==> config.mk <==
export PLATFORM = sky130hd
export DESIGN_NAME = cache_performance_reader
export DESIGN_NICKNAME = d
export VERILOG_FILES = /design/src/rtl/cache_stats_pkg.sv /design/src/rtl/cache_performance_reader.sv
export SDC_FILE = /design/constraint.sdc
export NUM_CORES = 1
export LEC_CHECK = 0
export ABC_AREA = 0
export CAP_MARGIN = 20
export CORE_MARGIN = 1
export CORE_UTILIZATION = 40
export DETAILED_ROUTE_END_ITERATION = 16
export PLACE_DENSITY = 0.81
export SETUP_SLACK_MARGIN = 0.5
export SLEW_MARGIN = 5
export SYNTH_ARGS = -nofsm -noshare
export SYNTH_HDL_FRONTEND = slang
export SYNTH_SLANG_ARGS = --single-unit
==> constraint.sdc <==
create_clock -name clock_i -period 1.9 [get_ports clock_i]
set_input_delay 0.19 -clock clock_i [delete_from_list [all_inputs] [get_ports clock_i]]
set_output_delay 0.19 -clock clock_i [all_outputs]
set_load 0.02 [all_outputs]
==> src/rtl/cache_stats_pkg.sv <==
// Shared definitions for the cache statistics readout path: FSM encoding,
// comm command-word field positions and data-record select codes.
package cache_stats_pkg;

  typedef enum logic [1:0] {
    ST_IDLE = 2'd0,
    ST_WAIT = 2'd1,
    ST_EMIT = 2'd2,
    ST_DONE = 2'd3
  } state_e;

  localparam int IDX_W           = 5;
  localparam int COMM_IDX_LSB    = 0;
  localparam int COMM_IDX_MSB    = 4;
  localparam int COMM_EN_BIT     = 24;
  localparam int DEFAULT_N_WORDS = 18;

  localparam logic [1:0] SEL_STATISTICS = 2'b00;
  localparam logic [1:0] SEL_SAMPLER    = 2'b01;
  localparam logic [1:0] SEL_TRACKER    = 2'b10;

endpackage

==> src/rtl/cache_performance_reader.sv <==
// Sweeps the controller's comm register indices with counting frozen and
// streams each settled 32-bit return word out over valid/ready.
module cache_performance_reader
  import cache_stats_pkg::*;
#(
  parameter int N_WORDS       = DEFAULT_N_WORDS,
  parameter int SETTLE_CYCLES = 2,
  parameter int ENABLE_BIT    = COMM_EN_BIT
) (
  input  logic        clock_i,
  input  logic        resetn_i,
  input  logic        start_i,
  input  logic        abort_i,
  input  logic        run_i,
  input  logic [1:0]  select_i,
  output logic [31:0] comm_o,
  output logic [1:0]  select_data_record_o,
  input  logic [31:0] comm_i,
  input  logic        stall_i,
  output logic [31:0] data_o,
  output logic [4:0]  index_o,
  output logic        valid_o,
  input  logic        ready_i,
  output logic        busy_o,
  output logic        done_o
);

  localparam int CNT_W = (SETTLE_CYCLES < 2) ? 1 : $clog2(SETTLE_CYCLES + 1);
  localparam logic [CNT_W-1:0] CNT_INIT = CNT_W'(SETTLE_CYCLES);
  localparam logic [IDX_W-1:0] LAST_IDX = IDX_W'(N_WORDS - 1);

  state_e           state_q;
  state_e           state_d;
  logic [IDX_W-1:0] idx_q;
  logic [CNT_W-1:0] cnt_q;
  logic             start_acc;
  logic             settle_tick;
  logic             capture;
  logic             xfer;

  assign start_acc   = (state_q == ST_IDLE) && start_i && !abort_i;
  assign settle_tick = (state_q == ST_WAIT) && !abort_i && !stall_i;
  assign capture     = settle_tick && (cnt_q == CNT_W'(1));
  assign xfer        = (state_q == ST_EMIT) && !abort_i && ready_i;

  always_ff @(posedge clock_i or negedge resetn_i) begin
    if (!resetn_i) begin
      state_q <= ST_IDLE;
    end else begin
      state_q <= state_d;
    end
  end

  always_comb begin
    state_d = state_q;
    if (abort_i) begin
      state_d = ST_IDLE;
    end else begin
      case (state_q)
        ST_IDLE: if (start_i) state_d = ST_WAIT;
        ST_WAIT: if (capture) state_d = ST_EMIT;
        ST_EMIT: if (ready_i) state_d = (idx_q == LAST_IDX) ? ST_DONE : ST_WAIT;
        ST_DONE: state_d = ST_IDLE;
        default: state_d = ST_IDLE;
      endcase
    end
  end

  always_comb begin
    busy_o  = (state_q != ST_IDLE);
    valid_o = (state_q == ST_EMIT);
    done_o  = (state_q == ST_DONE);
  end

  // Counting is gated off for the whole sweep so both halves of every
  // 64-bit counter are read from the same frozen snapshot.
  always_comb begin
    comm_o = '0;
    if (busy_o) comm_o[COMM_IDX_MSB:COMM_IDX_LSB] = idx_q;
    comm_o[ENABLE_BIT] = run_i & ~busy_o & resetn_i;
  end

  always_ff @(posedge clock_i or negedge resetn_i) begin
    if (!resetn_i) begin
      idx_q                <= '0;
      cnt_q                <= '0;
      select_data_record_o <= '0;
    end else if (start_acc) begin
      idx_q                <= '0;
      cnt_q                <= CNT_INIT;
      select_data_record_o <= select_i;
    end else if (settle_tick) begin
      cnt_q <= cnt_q - CNT_W'(1);
    end else if (xfer && (idx_q != LAST_IDX)) begin
      idx_q <= idx_q + IDX_W'(1);
      cnt_q <= CNT_INIT;
    end
  end

  always_ff @(posedge clock_i or negedge resetn_i) begin
    if (!resetn_i) begin
      data_o  <= '0;
      index_o <= '0;
    end else if (capture) begin
      data_o  <= comm_i;
      index_o <= idx_q;
    end
  end

endmodule
==> summary.txt <==
Logic pwr share: 29.9%
dominant cells by area after synthesis: dfrtp_1, mux2_2, buf_4, mux2i_1, ha_1
Antenna Cells: 0
RePlAce Congestion: 0.7607
Cells after Synth: 167
Sw Ratio: 30.26%
dominant cell type by area after synthesis: dfrtp_1
unrepaired setup endpoints after global routing: true
root buf cell: clkbuf_8
Post-Route WL: 5154 microns
initial antenna violation count: 0
most used cell, CP: buf_6
Overall Power: 2.678 mW
Post-synth ARST share: 100.0%
Final setup violation count: 0
Req. time, crit path: 2.09 ns
reg-to-reg slack, setup: 0.32 ns
Synth top area share: 54.11%
Clk network pwr share: 23.1%
P_leak: 1.837 nW
clock insertion delay at the later pin of the skew report: 0.30 ns
area grow syn2layout: 52.25%
Final Instance Area: 3379 sq um
status: finished, final reports clean
CTS clk-pin slew, worst paths: 0.08 ns
max-cap violations: 0
pwr/cell area: 792.4 nW/um^2
cell area after synthesis: 2220 sq um
number of rows in the core area: 26
dpl hpwl: 3208 microns
placed cell area: 3094 sq um
Via-to-Cell Ratio: 4.708
layout cell share with drive strength beyond 1: 34.05%
Worst-Margin Slew: 0.6036 ns
setup ws final: 0.3250 ns
CTS tree: built
clk_skew: 0.003720 ns
#FFs+latches synth: 48
top-count cell post-synth: dfrtp_1
die area: 5851 sq um
Worst Reg-to-Reg Cells: 6
core footprint: 5238 sq um
Top FF cell, synth: dfrtp_1
Max Clk Rate: 634.9 MHz
Starting DRT DRC Count: 80
total track usage: 16.17%
Hold Crit Class: in2async
post-route non-filler standard cell count: 349
Die X: 76.49 microns
GRT overflow: 0
post-placement setup slack: 0.2006 ns
drt pass-1 iters: 4
Fillers: 420
Cells after DPL: 324
worst-path cell with the longest stage delay: dfrtp_1
final period utilization: 82.90%
antenna-violating nets left: 0
peak supply drop: 0.4163 mV
Mean Syn Cell Area: 13.29 sq um
final setup TNS: 0 ns
sequential area share after synthesis: 54.11%
startpoint types: register
Synth top cells by count: dfrtp_1, mux2_2, buf_4
Internal: 1.867 mW
Yosys Warn Count: 0
IO Pins: 115
H-tree depth: 2
Via Count: 1643
delay-heaviest family, CP: buffers and inverters
max incr delay on CP: 0.43 ns
minimum clock period: 1.575 ns
Initial Utilization: 42.38%
Max Fanout on Critical Path: 7
WL per Instance: 14.77 microns
DR DRC count: 0
R2R Path Start: state_q[1]
Buf/Inv on CP: 4
PortBufs: 88
vias in the first global route: 1510
FF-to-FF End: index_o[3]
sequential power share: 47.0%
critical path class: reg2reg
max-slew violations: 0
largest net degree at the start of global routing: 49
endpoints failing hold: 0
switching pwr: 0.8105 mW
Nets: 322
Die Ht: 76.49 microns
CTS Buf Count: 5
Slew headroom: 59.76%
arrival time at the worst endpoint: 1.76 ns
first-pass GRT wire length: 7307 microns
Post-synth EDFFs: 0
worst-case clock buffer depth: 2
CP endpoint kind: register
CP Cell Sequence: buf_6 > inv_4 > nand4_1 > buf_6 > clkbuf_16 > mux2_2
Unique masters post-synth: 28
Clock Sink Count: 48
[per-layer routing]
metal  global-route usage (%)  wire length (microns)  vias to the layer above
met5                        0                      0                        -
met4                    4.615                     25                        0
met3                    5.988                    348                        4
met2                    27.57                   2654                       82
met1                    18.99                   2126                      809
li1                         -                      -                      748
[how the worst max path moves through the flow]
stage	from	cells after the start	to	slack, ns
2_1_floorplan	state_q[1]	3	select_data_record_o[0]	0.39
3_3_place_gp	abort_i	3	select_data_record_o[0]	0.23
3_5_place_dp	abort_i	3	select_data_record_o[1]	0.20
4_1_cts	state_q[0]	3	select_data_record_o[1]	0.32
5_1_grt	state_q[1]	6	index_o[4]	0.29
6_report	state_q[1]	6	index_o[3]	0.32
[power by group through the flow]
stage	sequential (mW)	clock [mW]	combinational (mW)
after floorplan	1.47	0	0.273
after global placement	1.27	0	0.863
after detailed placement	1.28	0	0.874
after CTS	1.26	0.640	0.782
after global routing	1.28	0.675	0.849
final	1.26	0.618	0.802
[worst register-to-register path: stages (launching register included)]
cell       delay [ns]
dfrtp_1          0.43
buf_6            0.16
inv_4            0.07
nand4_1          0.18
buf_6            0.21
clkbuf_16        0.16
mux2_2           0.26
[layout make-up]
class,instances,area [sq um],share of cell area (%)
clock buffer,8,90.09,2.666
inverter,4,17.52,0.5183
timing repair buffer,110,1065,31.51
multi-input combinational,109,917.1,27.14
tap,70,87.58,2.592
sequential,48,1202,35.58
[cell families after synthesis]
family / synth area share, %
flip-flops: 54.11
multiplexers: 21.93
buffers and inverters: 11.50
AND/OR/NAND/NOR: 8.624
AO/OA/AOI/OAI: 1.579
adder cells (fa/ha/maj): 1.691
other: 0.1689
XOR/XNOR: 0.3947
[placed cells by master (no fill, tap or decap), types with 2 or more instances in the layout]
| cell type | count |
|---|---|
| dfrtp_1 | 47 |
| clkdlybuf4s50_1 | 39 |
| dlygate4sd2_1 | 39 |
| mux2_2 | 37 |
| conb_1 | 26 |
| buf_4 | 12 |
| buf_6 | 10 |
| clkbuf_8 | 6 |
| nand2_1 | 4 |
| mux2i_1 | 4 |
| buf_2 | 4 |
| nor2b_1 | 3 |
| nor2_1 | 3 |
| nand4_1 | 3 |
| nand2_2 | 3 |
| inv_1 | 2 |
| nor2_4 | 2 |
| and3_1 | 2 |
| or4b_4 | 2 |
| mux2_4 | 2 |
| nor3_1 | 2 |
| ha_1 | 2 |
| clkbuf_1 | 2 |
| clkbuf_16 | 2 |
| buf_12 | 2 |
[registers in the layout, summed over array words and instances, names as in the netlist]
| signal | flops |
|---|---|
| cnt_q | 2 |
| data_o | 32 |
| idx_q | 5 |
| index_o | 5 |
| select_data_record_o | 2 |
| state_q | 2 |
[metrics by stage]
stage / utilization [%] / hold slack (ns)
after floorplan: - / -0.1056
after global placement: 59.08 / 0.4136
after detailed placement: 59.08 / 0.4059
after CTS: 60.85 / 0.07480
after global routing: 64.52 / 0.09782
final: 64.52 / 0.05323
[repair_timing]
item                                    in CTS  in global routing
endpoints found under the setup margin      94                 56
cloned                                       1                  4
hold buffers                                 0                  0
setup buffers                                4                  8
gates resized for setup                     81                 29
pin swaps                                    5                  1
Power figures use the tool's default switching activity.
==> RTL edit 1 (config.mk and constraints unchanged) <==
The parameter `SETTLE_CYCLES` goes from 2 to 4.
--- a/src/rtl/cache_performance_reader.sv
+++ b/src/rtl/cache_performance_reader.sv
@@ -4,7 +4,7 @@
   import cache_stats_pkg::*;
 #(
   parameter int N_WORDS       = DEFAULT_N_WORDS,
-  parameter int SETTLE_CYCLES = 2,
+  parameter int SETTLE_CYCLES = 4,
   parameter int ENABLE_BIT    = COMM_EN_BIT
 ) (
   input  logic        clock_i,
Check against the original RTL: not equivalent (Yosys sat finds a counterexample within 4 cycles, from zero or initial values and one cycle with resetn_i low).
==> RTL edit 1 against the unedited design <==
- core utilization is 1.4 points lower
- sequential cell count up 1
- maximum frequency is 3.6% lower
- area after synthesis up 6.9%
- total power is 4.7% lower
- global-route usage increased by 1.7 points
- sequential power is 3% lower
- final area is 4.7% higher
- critical endpoint is now data_o[16]
- final cell count rose by 5.2%
- largest cell class unchanged
- clock skew grew 0.0020 ns
- via count increased by 3.7%
- worst setup slack worse by 0.059 ns
- routed wire length increased by 2.6%
- combinational power fell by 16%
==> RTL edit 1: results (changes against the unedited design) <==
metric,value,unit,change
status,completed,,
worstSkewPairLatency,0.29,ns,
grt_use_total,17.87,%,+1.7 points
antenna_found_initial,0,,unchanged
largest_register_ffs,32,,unchanged
crit_arrival,1.81,ns,+0.05 ns
ys_types,32,,+14%
dpl.hpwl,3477,µm,+8.4%
cts.clk_slew.worst_paths,0.09,ns,
via_per_inst,4.640,,-1.4%
hold_path.class,primary input to asynchronous set/reset pin,,
nNetsFinal,339,,+5.3%
relSlewSlack,57.99,%,-1.8 points
root_buffer,clkbuf_8,,
reg.largest.list,"data_o (32), idx_q (5), index_o (5)",,
portBuffers,88,,unchanged
reg2regPathDepth,5,,-1
synth_common_cells,"49 x dfrtp_1, 26 x buf_4, 19 x mux2_4",,
r2r_start,state_q[1],,
r2r_end,data_o[16],,
wire_per_inst,14.40,µm,-2.5%
yosysWarnings,0,,unchanged
grt_pass1_wl,8590,µm,+18%
r2r_slack,0.27,ns,-0.06 ns
path_max_fanout,24,,+17
cts_max_path_buffers,2,,unchanged
ir_drop,0.0003380,V,-19%
numCtsBuffers,5,,unchanged
grt_start_max_net_pins,50,,+2.0%
antennaDiodeCount,0,,unchanged
gp_congestion,0.7562,,-0.59%
drive_gt1_share,33.56,%,-0.49 points
grt_pass1_vias,1771,,+17%
p_leak,1.932,nW,+5.2%
synthArstFlopShare,100.0,%,unchanged
clock_skew,0.005738,ns,+0.002018 ns
htreeDepth,2,,unchanged
ys_seq_area_share,51.66,%,-2.5 points
dr.pass1.iters,5,,+1
post_dp_cell_area,0.003257,mm²,+5.3%
synthTopCellsByArea,"dfrtp_1 52%, mux2_4 12%, mux2_2 8.5%",,
drt_iter0_markers,39,,-51%
yosysMostFrequentCell,dfrtp_1,,
RTL edit 1: changes by cell type in the layout (fill, tap and decap cells not counted), sizes merged, moves of 3 or more:
cell,before,now
nor2,6,3
dlygate4sd2,39,42
clkbuf,11,7
o21ai,0,5
nand2,7,13
inv,4,8
nand4,3,0
a21oi,0,4
clkdlybuf4s15,0,3
RTL edit 1: cell type report:
cell class / count / area, µm²
Clock buffer: 7 / 96.34
Clock inverter: 1 / 5.005
Fill cell: 485 / 2068
Inverter: 8 / 30.03
Multi-Input combinational cell: 119 / 1059
Sequential cell: 49 / 1230
Tap cell: 72 / 90.09
Timing Repair Buffer: 111 / 1030
RTL edit 1: worst max-delay path by stage:
| stage | startpoint | endpoint | slack, ns | cells past startpoint |
|---|---|---|---|---|
| final | state_q[1] | data_o[16] | 0.27 | 5 |
| after global routing | state_q[1] | data_o[18] | 0.17 | 5 |
| after CTS | state_q[0] | comm_o[4] | 0.27 | 4 |
| after detailed placement | abort_i | idx_q[2] | -0.006 | 4 |
| after global placement | abort_i | idx_q[2] | 0.06 | 4 |
| after floorplan | state_q[1] | data_o[13] | 0.30 | 6 |
RTL edit 1: where the power goes:
part	total, W	internal [W]	switching, W
sequential	0.00122	0.00116	0.0000627
combinational	0.000674	0.000333	0.000341
clock	0.000656	0.000329	0.000327
RTL edit 1: layer usage:
metal	up-vias	GRT usage (%)	wire (µm)
li1	789	-	-
met1	829	22.08	2139
met2	81	30.95	2791
met3	4	4.483	343
met4	0	4.727	12
met5	-	0	0
RTL edit 1: cells by family after synthesis:
| group | share of synthesized area (%) |
|---|---|
| DFF | 51.66 |
| and+or+nand+nor | 9.858 |
| adders and majority gates | 2.109 |
| AOI/OAI and AO/OA | 3.215 |
| other | 0.1580 |
| buffers and inverters | 11.60 |
| muxes | 21.40 |
RTL edit 1: worst max-delay path, cell delays in order, from the launching register on:
cell and delay, ns:
dfrtp_2 0.45, buf_6 0.14, nor4b_4 0.25, nand3_2 0.16, buf_12 0.20, mux2_4 0.31
RTL edit 1: metrics by stage:
| stage | hold WS, ns | utilization, % | power (W) | cells | setup slack [ns] |
|---|---|---|---|---|---|
| 4_1_cts | 0.05525 | 62.47 | 0.002577 | 365 | 0.2734 |
| 6_report | 0.04400 | 63.12 | 0.002552 | 367 | 0.2657 |
| 3_5_place_dp | 0.3819 | 58.08 | 0.001957 | 343 | -0.006480 |
| 2_1_floorplan | -0.1056 | - | 0.001633 | 207 | 0.2977 |
| 3_3_place_gp | 0.3629 | 58.08 | 0.001943 | 343 | 0.06269 |
| 5_1_grt | 0.09135 | 63.12 | 0.002682 | 367 | 0.1704 |
RTL edit 1: timing repair:
action / in CTS / in global routing
endpoints found under the setup margin: 95 / 58
gates resized for setup: 86 / 10
buffers inserted: 14 / 2
pin swaps: 13 / 7
cloned: 0 / 0
==> RTL edit 2 (same settings) <==
Without the edit above. Reset style: synchronous (`resetn_i`), changed in 3 clocked blocks.
--- a/src/rtl/cache_performance_reader.sv
+++ b/src/rtl/cache_performance_reader.sv
@@ -43,7 +43,7 @@
   assign capture     = settle_tick && (cnt_q == CNT_W'(1));
   assign xfer        = (state_q == ST_EMIT) && !abort_i && ready_i;
 
-  always_ff @(posedge clock_i or negedge resetn_i) begin
+  always_ff @(posedge clock_i) begin
     if (!resetn_i) begin
       state_q <= ST_IDLE;
     end else begin
@@ -80,7 +80,7 @@
     comm_o[ENABLE_BIT] = run_i & ~busy_o & resetn_i;
   end
 
-  always_ff @(posedge clock_i or negedge resetn_i) begin
+  always_ff @(posedge clock_i) begin
     if (!resetn_i) begin
       idx_q                <= '0;
       cnt_q                <= '0;
@@ -97,7 +97,7 @@
     end
   end
 
-  always_ff @(posedge clock_i or negedge resetn_i) begin
+  always_ff @(posedge clock_i) begin
     if (!resetn_i) begin
       data_o  <= '0;
       index_o <= '0;
Check against the original RTL: differs if resetn_i is asserted again (counterexample within 4 cycles, from zero or initial values and one cycle with resetn_i low); with resetn_i held inactive, the same outputs for 10 cycles.
==> RTL edit 2 against the unedited design <==
- clock skew increased by 0.0021 ns
- routed wire length increased by 40%
- core utilization increased by 1.0 points
- sequential cell count unchanged
- final area increased by 8.1%
- worst setup slack improved by 0.088 ns
- count of clock-buffer cells in the layout decreased by 1
- first-iteration DRC count increased by 140%
- global-route usage increased by 5.8 points
- area after synthesis increased by 5.1%
Power is not compared: it rests on default switching activity, and its combinational part moved more than twofold at a synthesized area within 25%.
==> RTL edit 2: results (changes against the unedited design) <==
metric,value,unit,change
synthMuxAreaShare,1.717,%,-20 points
die_w,78.36,µm,+2.4%
hold_path.class,primary input to flop,,
final_cells,447,,+28%
finish.instance_area,0.003652,mm²,+8.1%
clock_skew,0.005780,ns,+0.002060 ns
dpl.hpwl,3939,µm,+23%
sw_frac_of_total,26.40,%,
grt_pass1_vias,2122,,+41%
wl_met2,3755,µm,+41%
critPathSlowestCell,dfxtp_4,,
fin_hold_ws,0.4403,ns,+0.3871 ns
post-place-ws,0.05337,ns,-0.1472 ns
synthArstFlopShare,0,%,-100 points
nFillCells,482,,+15%
ys_seq_area_share,41.20,%,-13 points
syn_inst,270,,+62%
status,completed,,
ys_types,37,,+32%
grt_use_total,21.94,%,+5.8 points
synth-compound-area-share,20.23,%,+19 points
met1Wirelength,2843,µm,+34%
synth_fa_ha_area_share,1.609,%,-0.082 points
setup_ws,0.4127,ns,+0.08773 ns
synthTopCellsByArea,"dfxtp_1 41%, a21oi_1 8.6%, nand3_1 8.4%",,
grt_start_max_net_pins,25,,-49%
grt_pass1_wl,10540,µm,+44%
path_max_fanout,17,,+10
synth_flop_cell,dfxtp_1,,
synth-xor-area-share,0,%,-0.39 points
placed_cells,418,,+29%
gp_congestion,0.8453,,+11%
dr.pass1.iters,6,,+2
drive_gt1_share,26.67,%,-7.4 points
critical-path-max-stage-delay,0.37,ns,-0.06 ns
wl_met3,523,µm,+50%
synth_common_cells,"48 x dfxtp_1, 40 x a21oi_1, 39 x nand3_1",,
routed_wl,7203,µm,+40%
==> RTL edit 2: layer usage <==
layer / vias to the layer above / GRT usage [%]
met5: - / 0
met4: 0 / 5.000
met3: 8 / 5.116
met2: 104 / 37.54
met1: 1120 / 27.85
li1: 1148 / -
==> RTL edit 2: what timing repair did <==
| action | 4_1_cts | 5_1_grt |
|---|---|---|
| setup buffers | 3 | 7 |
| resized for setup | 97 | 57 |
| endpoints found under the setup margin | 93 | 56 |
| hold endpoints to repair | 0 | 0 |
| cloned | 8 | 3 |
| pin swaps | 12 | 8 |
==> RTL edit 2: cells by family after synthesis <==
logic type      count (synthesis)
simple gates                   71
fa+ha+maj                       3
buf+inv                        55
mux                             4
other cells                     1
compound gates                 88
flops                          48
==> RTL edit 2: cell type report <==
type,instances,area share [%]
Tap cell,72,2.467
Timing Repair Buffer,114,30.28
Clock inverter,1,0.2398
Clock buffer,7,2.090
Inverter,6,0.6852
Multi-Input combinational cell,199,37.51
Sequential cell,48,26.72
==> RTL edit 2: power by group through the flow <==
| stage | Combinational, W | Sequential [W] | Clock (W) |
|---|---|---|---|
| 4_1_cts | 0.000270 | 0.00102 | 0.000607 |
| 3_5_place_dp | 0.000246 | 0.00104 | 0 |
| 6_report | 0.000306 | 0.00102 | 0.000602 |
| 5_1_grt | 0.000326 | 0.00102 | 0.000658 |
| 2_1_floorplan | 0.000169 | 0.00104 | 0 |
| 3_3_place_gp | 0.000245 | 0.00104 | 0 |
==> RTL edit 2: final timing paths <==
check	end	cells past startpoint	from
setup / recovery	index_o[3]	6	state_q[1]
hold reg to reg	data_o[8]	2	data_o[8]
hold / removal	data_o[22]	3	comm_i[22]
setup reg to reg	index_o[3]	6	state_q[1]
